===== config.mk =====
export PLATFORM = sky130hd
export DESIGN_NAME = uart_rx_frame_flat
export DESIGN_NICKNAME = d
export VERILOG_FILES = /design/src/rtl/uart_rx_frame_if.sv /design/src/rtl/uart_rx_frame.sv /design/src/flat_wrapper.sv
export SDC_FILE = /design/constraint.sdc
export NUM_CORES = 1
export LEC_CHECK = 0
export ABC_AREA = 1
export CAP_MARGIN = 10
export CORE_MARGIN = 2
export CORE_UTILIZATION = 46
export DETAILED_ROUTE_END_ITERATION = 12
export HOLD_SLACK_MARGIN = 0.15
export PLACE_DENSITY_LB_ADDON = 0.3
export REMOVE_ABC_BUFFERS = 1
export SYNTH_ARGS = -nofsm -noshare
export SYNTH_HDL_FRONTEND = slang
export SYNTH_SLANG_ARGS = --single-unit

===== constraint.sdc =====
create_clock -name i_clk -period 1.9 [get_ports i_clk]
set_input_delay 0.57 -clock i_clk [delete_from_list [all_inputs] [get_ports i_clk]]
set_output_delay 0.57 -clock i_clk [all_outputs]
set_load 0.01 [all_outputs]

===== src/rtl/uart_rx_frame_if.sv =====
// Serial line plus deframed word, error flags and recovered bit strobe.
// The receiver uses slave; whatever drives rxd and consumes the words uses master.
interface uart_rx_frame_if #(
  parameter int DATA_BITS = 8
);
  logic                 rxd;
  logic [DATA_BITS-1:0] rx_data;
  logic                 rx_valid;
  logic                 rx_perr;
  logic                 rx_ferr;
  logic                 rx_busy;
  logic                 rx_bitck;
  logic                 rx_bit;

  modport slave (
    input  rxd,
    output rx_data, rx_valid, rx_perr, rx_ferr, rx_busy, rx_bitck, rx_bit
  );

  modport master (
    output rxd,
    input  rx_data, rx_valid, rx_perr, rx_ferr, rx_busy, rx_bitck, rx_bit
  );
endinterface


===== src/rtl/uart_rx_frame.sv =====
// UART receiver: 2-FF sync, edge re-phased bit timing, 3-vote mid-cell sampling,
// start/data/parity/stop deframing with valid pulse and parity/framing flags.
module uart_rx_frame #(
  parameter int CLKS_PER_BIT = 1040,
  parameter int DATA_BITS    = 8,
  parameter int PARITY       = 0,
  parameter int STOP_BITS    = 1
) (
  input  logic            i_clk,
  input  logic            i_rst,
  uart_rx_frame_if.slave  io_rx
);

  localparam int HALF   = CLKS_PER_BIT / 2;
  localparam int CW     = $clog2(CLKS_PER_BIT);
  localparam int IW     = (DATA_BITS > 1) ? $clog2(DATA_BITS) : 1;
  localparam int STAGES = 2;

  localparam logic [CW-1:0] C_LAST = CW'(CLKS_PER_BIT - 1);
  localparam logic [CW-1:0] C_V0   = CW'(HALF - 1);
  localparam logic [CW-1:0] C_V1   = CW'(HALF);
  localparam logic [CW-1:0] C_V2   = CW'(HALF + 1);
  localparam logic [IW-1:0] C_DLST = IW'(DATA_BITS - 1);
  localparam logic          C_SLST = 1'(STOP_BITS - 1);

  typedef enum logic [2:0] {
    S_IDLE, S_START, S_DATA, S_PAR, S_STOP, S_BREAK
  } state_t;

  state_t               r_state, w_nstate;
  logic [1:0]           r_sync;
  logic                 r_rs_d;
  logic [CW-1:0]        r_cnt, w_ncnt;
  logic [IW-1:0]        r_idx, w_nidx;
  logic                 r_sidx, w_nsidx;
  logic                 r_v0, r_v1;
  logic [DATA_BITS-1:0] r_shift;
  logic                 r_perr_acc, r_ferr_acc;
  logic [DATA_BITS-1:0] r_data;
  logic                 r_perr, r_ferr;
  logic                 r_bitck, r_bit;
  logic [STAGES:1]      r_vld;
  logic [STAGES:0]      vld_pipe;

  logic w_rs, w_edge, w_fall, w_maj, w_in_frame, w_smp;
  logic w_early, w_late, w_wrap, w_cell_end, w_done, w_par_exp;

  assign w_rs       = r_sync[1];
  assign w_edge     = w_rs ^ r_rs_d;
  assign w_fall     = r_rs_d & ~w_rs;
  assign w_maj      = (r_v0 & r_v1) | (r_v0 & w_rs) | (r_v1 & w_rs);
  assign w_in_frame = (r_state == S_START) || (r_state == S_DATA) ||
                      (r_state == S_PAR)   || (r_state == S_STOP);
  assign w_smp      = w_in_frame && (r_cnt == C_V2);
  // Edges inside the vote window are ignored so a slow edge cannot split a vote.
  assign w_early    = w_edge && (r_cnt < C_V0);
  assign w_late     = w_edge && (r_cnt > C_V2);
  assign w_wrap     = (r_cnt == C_LAST);
  assign w_cell_end = w_in_frame && (w_wrap || w_late);
  assign w_par_exp  = (PARITY == 1) ? ~(^r_shift) : (^r_shift);
  assign vld_pipe   = {r_vld, w_done};

  always_comb begin
    w_nstate = r_state;
    w_ncnt   = r_cnt + 1'b1;
    w_nidx   = r_idx;
    w_nsidx  = r_sidx;
    w_done   = 1'b0;
    if (r_state == S_IDLE) begin
      w_ncnt = '0;
      if (w_fall) begin
        w_nstate = S_START;
        w_nidx   = '0;
        w_nsidx  = 1'b0;
      end
    end else begin
      if (w_early || w_late || w_wrap) w_ncnt = '0;
      case (r_state)
        S_START: begin
          if (w_smp && w_maj)  w_nstate = S_IDLE;
          else if (w_cell_end) w_nstate = S_DATA;
        end
        S_DATA: begin
          if (w_cell_end) begin
            if (r_idx == C_DLST) w_nstate = (PARITY != 0) ? S_PAR : S_STOP;
            else                 w_nidx   = r_idx + 1'b1;
          end
        end
        S_PAR: begin
          if (w_cell_end) w_nstate = S_STOP;
        end
        S_STOP: begin
          // The last stop bit completes the frame at its sample point, not at cell end,
          // so a following start edge may arrive half a cell early.
          if (w_smp && (r_sidx == C_SLST)) begin
            w_done   = 1'b1;
            w_nstate = w_maj ? S_IDLE : S_BREAK;
          end else if (w_cell_end) begin
            w_nsidx = 1'b1;
          end
        end
        S_BREAK: begin
          if (w_rs) w_nstate = S_IDLE;
        end
        default: w_nstate = S_IDLE;
      endcase
    end
  end

  always_ff @(posedge i_clk or negedge i_rst) begin
    if (!i_rst) begin
      r_sync  <= 2'b11;
      r_rs_d  <= 1'b1;
      r_state <= S_IDLE;
      r_cnt   <= '0;
      r_idx   <= '0;
      r_sidx  <= 1'b0;
      r_v0    <= 1'b1;
      r_v1    <= 1'b1;
    end else begin
      r_sync  <= {r_sync[0], io_rx.rxd};
      r_rs_d  <= w_rs;
      r_state <= w_nstate;
      r_cnt   <= w_ncnt;
      r_idx   <= w_nidx;
      r_sidx  <= w_nsidx;
      if (r_cnt == C_V0) r_v0 <= w_rs;
      if (r_cnt == C_V1) r_v1 <= w_rs;
    end
  end

  always_ff @(posedge i_clk or negedge i_rst) begin
    if (!i_rst) begin
      r_shift    <= '0;
      r_perr_acc <= 1'b0;
      r_ferr_acc <= 1'b0;
      r_bitck    <= 1'b0;
      r_bit      <= 1'b1;
    end else begin
      r_bitck <= w_smp;
      if (w_smp) r_bit <= w_maj;
      if ((r_state == S_IDLE) && w_fall) begin
        r_perr_acc <= 1'b0;
        r_ferr_acc <= 1'b0;
      end
      if (w_smp && (r_state == S_DATA)) r_shift[r_idx] <= w_maj;
      if (w_smp && (r_state == S_PAR))  r_perr_acc     <= w_maj ^ w_par_exp;
      if (w_smp && (r_state == S_STOP) && !w_maj) r_ferr_acc <= 1'b1;
    end
  end

  // Frame results leave one cycle after the flags settle; valid rides the same pipe.
  always_ff @(posedge i_clk or negedge i_rst) begin
    if (!i_rst) begin
      r_vld  <= '0;
      r_data <= '0;
      r_perr <= 1'b0;
      r_ferr <= 1'b0;
    end else begin
      r_vld <= vld_pipe[STAGES-1:0];
      if (vld_pipe[1]) begin
        r_data <= r_shift;
        r_perr <= (PARITY != 0) ? r_perr_acc : 1'b0;
        r_ferr <= r_ferr_acc;
      end
    end
  end

  assign io_rx.rx_data  = r_data;
  assign io_rx.rx_valid = vld_pipe[STAGES];
  assign io_rx.rx_perr  = r_perr;
  assign io_rx.rx_ferr  = r_ferr;
  assign io_rx.rx_busy  = (r_state != S_IDLE);
  assign io_rx.rx_bitck = r_bitck;
  assign io_rx.rx_bit   = r_bit;

endmodule


===== src/flat_wrapper.sv =====
// flat-port wrapper written by rule: the top's interface ports become plain ports
module uart_rx_frame_flat 
#(
  parameter int CLKS_PER_BIT = 1040,
  parameter int DATA_BITS    = 8,
  parameter int PARITY       = 0,
  parameter int STOP_BITS    = 1
)
  (i_clk, i_rst, io_rx_rxd, io_rx_rx_data, io_rx_rx_valid, io_rx_rx_perr, io_rx_rx_ferr, io_rx_rx_busy, io_rx_rx_bitck, io_rx_rx_bit);
  uart_rx_frame_if #(.DATA_BITS(DATA_BITS)) io_rx_i ();
  input  logic i_clk;
  input  logic i_rst;
  input wire logic [$bits(io_rx_i.rxd)-1:0] io_rx_rxd;
  output wire logic [$bits(io_rx_i.rx_data)-1:0] io_rx_rx_data;
  output wire logic [$bits(io_rx_i.rx_valid)-1:0] io_rx_rx_valid;
  output wire logic [$bits(io_rx_i.rx_perr)-1:0] io_rx_rx_perr;
  output wire logic [$bits(io_rx_i.rx_ferr)-1:0] io_rx_rx_ferr;
  output wire logic [$bits(io_rx_i.rx_busy)-1:0] io_rx_rx_busy;
  output wire logic [$bits(io_rx_i.rx_bitck)-1:0] io_rx_rx_bitck;
  output wire logic [$bits(io_rx_i.rx_bit)-1:0] io_rx_rx_bit;
  assign io_rx_i.rxd = io_rx_rxd;
  assign io_rx_rx_data = io_rx_i.rx_data;
  assign io_rx_rx_valid = io_rx_i.rx_valid;
  assign io_rx_rx_perr = io_rx_i.rx_perr;
  assign io_rx_rx_ferr = io_rx_i.rx_ferr;
  assign io_rx_rx_busy = io_rx_i.rx_busy;
  assign io_rx_rx_bitck = io_rx_i.rx_bitck;
  assign io_rx_rx_bit = io_rx_i.rx_bit;
  uart_rx_frame #(.CLKS_PER_BIT(CLKS_PER_BIT), .DATA_BITS(DATA_BITS), .PARITY(PARITY), .STOP_BITS(STOP_BITS)) u_core (.i_clk(i_clk), .i_rst(i_rst), .io_rx(io_rx_i));
endmodule

==> results.txt <==
Status -> finished clean
# H-tree levels -> 2
Crit-path max cell delay -> 0.53 ns
Share of cells above drive strength 1 -> 21.1%
Final setup margin -> 0.130 ns
Initial antenna violation count -> 0
Post-synthesis instance area -> 0.00226 mm²
Synthesis-stage register bit count -> 45
Final Hold Fails -> 0
Post-Route WL -> 4070 µm
Initial DRC Count -> 55
Clock Skews -> 0.00604 ns
Worst path slowest cell -> clkdlybuf4s50_1
Max Fanout on Critical Path -> 2
Layout Nets -> 297
Final count of pins violating max slew -> 0
Ports -> 17
WS Path Type -> flip-flop to output pin
Effective utilization at floorplan -> 47.9%
Worst path cell trace -> clkdlybuf4s50_1
Die Y -> 74.1 µm
Antenna cells -> 0
Final ANT Viol Nets -> 0
Num CTS Buffers -> 5
Total leakage power -> 0.00128 µW
RePlAce Congestion -> 0.801
Row cnt -> 25
Skew-Pair Late Insertion Delay -> 0.30 ns
Fmax achieved -> 565 MHz
Hold Crit Class -> input port to async pin
Vias in the first global route -> 1,460
CTS Sinks -> 45
DRC viols -> 0
Worst slack at placement -> 0.0642 ns
Final Cycle Share -> 93.1%
Final setup viols -> 0
Die X -> 74.1 µm
VDD IR max -> 0.635 mV
Via count -> 1,678
RSZ-0062 raised after global routing -> false
First-pass DRT Iterations -> 4
Seq/Total Area, Yosys -> 50.1%
Synth unique cells -> 35
Startpoint types -> flip-flop
Die ar. -> 0.00550 mm²
Post-synth EDFFs -> 0
Crit path buffers/inverters -> 1
Largest net degree at the start of global routing -> 21
Port Buffers -> 15
CP arrival -> 1.20 ns
Max-cap violations -> 0
Post-DP HPWL -> 3040 µm
Total track usage -> 16.3%
Core area -> 0.00472 mm²
Post-layout minimum cycle time -> 1.77 ns
First-pass GRT wire length -> 6790 µm
P&R area growth vs syn -> 18.1%
Clk slew on worst S/H paths -> 0.09 ns
Setup_tns -> 0 ns
Root buffer cell -> clkbuf_8
Primary FF master, synth -> dfrtp_1
CP delay by family, top -> buffers and inverters
CP Capture Type -> output pin
CTS max path bufs -> 2
Synth warn -> 0
Grt total ovfl -> 0
Syn Inst Count -> 259
Ys async rst share -> 100%
Drt wl/cell -> 11.4 µm
Power Density -> 971 mW/mm²
Post-DR vias/cell -> 4.71
CTS tree -> built
Synthesized area per cell -> 8.74 µm²
CP required -> 1.33 ns
cell families (layout without fill, tap and decap cells):
logic type | after synthesis | after routing | synth area share, %
AO/OA/AOI/OAI | 24 | 24 | 5.97
XOR/XNOR | 8 | 8 | 3.10
adder cells (fa/ha/maj) | 6 | 6 | 3.32
buffers and inverters | 39 | 69 | 6.69
flip-flops | 45 | 45 | 50.1
multiplexers | 8 | 8 | 3.98
other | 1 | 1 | 0.166
AND/OR/NAND/NOR | 128 | 128 | 26.7
final cells by class:
class	count	area, µm²
Clock inverter	3	25.0
Fill cell	420	2050
Sequential cell	45	1130
Clock buffer	5	68.8
Timing Repair Buffer	25	218
Tap cell	67	83.8
Inverter	36	135
Multi-Input combinational cell	175	1010
layer usage:
metal | share of wire [%] | global-route usage [%]
met1 | 51 | 23.7
met2 | 44 | 23.8
met3 | 2.9 | 4.07
met4 | 1.5 | 5.45
met5 | 0 | 0
state kept, by name (all words and copies together), names as in the netlist:
register / count
u_core.io_rx.rx_bit: 1
u_core.io_rx.rx_bitck: 1
u_core.io_rx.rx_data: 8
u_core.io_rx.rx_ferr: 1
u_core.r_cnt: 11
u_core.r_ferr_acc: 1
u_core.r_idx: 3
u_core.r_rs_d: 1
u_core.r_shift: 8
u_core.r_sidx: 1
u_core.r_state: 3
u_core.r_sync: 2
u_core.r_v0: 1
u_core.r_v1: 1
u_core.r_vld: 2
timing repair:
item                       in CTS  in global routing
buffers inserted                0                  2
setup endpoints to repair       2                 16
pin swaps                       0                  4
gates resized for setup         4                 12
hold buffers                    0                  0
layout by cell type (no fill, tap or decap), types with 2 or more instances in the layout:
master	n
nand2_2	6
nand2_1	50
inv_1	35
nor2_1	29
nand4_1	4
a21oi_1	4
nand3_1	21
ha_1	5
buf_4	9
nand3_2	4
clkdlybuf4s50_1	12
mux2_2	8
dfrtp_1	38
nor2_2	6
dfstp_2	6
xor2_1	7
o21ai_0	3
nor3_4	2
clkbuf_8	5
o21ai_1	11
through the flow:
step	util [%]	power, µW	hold WS (ns)	instance area [µm²]	cells
6_report	56.6	2600	0.167	2670	356
5_1_grt	56.6	2790	0.181	2670	356
4_1_cts	55.7	2610	0.173	2630	354
3_5_place_dp	53.7	1990	0.351	2540	346
3_3_place_gp	53.7	1970	0.350	2540	346
2_1_floorplan	-	1710	0.274	2250	256
final timing paths:
check / start / to / slack, ns / depth (start not counted)
setup / recovery: u_core.io_rx.rx_data[4] / io_rx_rx_data[4] / 0.13 / 1
hold reg to reg: u_core.r_sync[0] / u_core.r_sync[1] / 0.37 / 0
hold / removal: i_rst / u_core.r_cnt[1] / 0.17 / 1
min in group i_clk: u_core.r_sync[0] / u_core.r_sync[1] / 0.37 / 0
setup reg to reg: u_core.r_sync[1] / u_core.r_idx[0] / 0.15 / 10
max in group asynchronous: i_rst / u_core.r_cnt[0] / 1.15 / 2
synthesized netlist by cell type, types with 2 or more instances:
cell | count | share of area [%]
nand3_1 | 23 | 5.1
xor2_1 | 7 | 2.7
ha_1 | 6 | 3.3
o21ai_0 | 3 | 0.66
nand2_2 | 4 | 1.1
dfrtp_1 | 39 | 43
mux2_2 | 8 | 4.0
nand2_1 | 52 | 8.6
nand3_2 | 2 | 0.88
dfstp_2 | 6 | 7.0
inv_1 | 35 | 5.8
nor3_4 | 2 | 1.4
nor2_1 | 34 | 5.6
nand4_1 | 4 | 1.1
a21oi_1 | 4 | 0.88
o21ai_1 | 11 | 2.4
power by group:
group	switching, µW	internal [µW]	leakage, µW
clock network	349	266	0.0000447
logic	524	313	0.000634
registers	99.9	1050	0.000598
total	974	1620	0.00128
(Power assumes the default switching activity.)
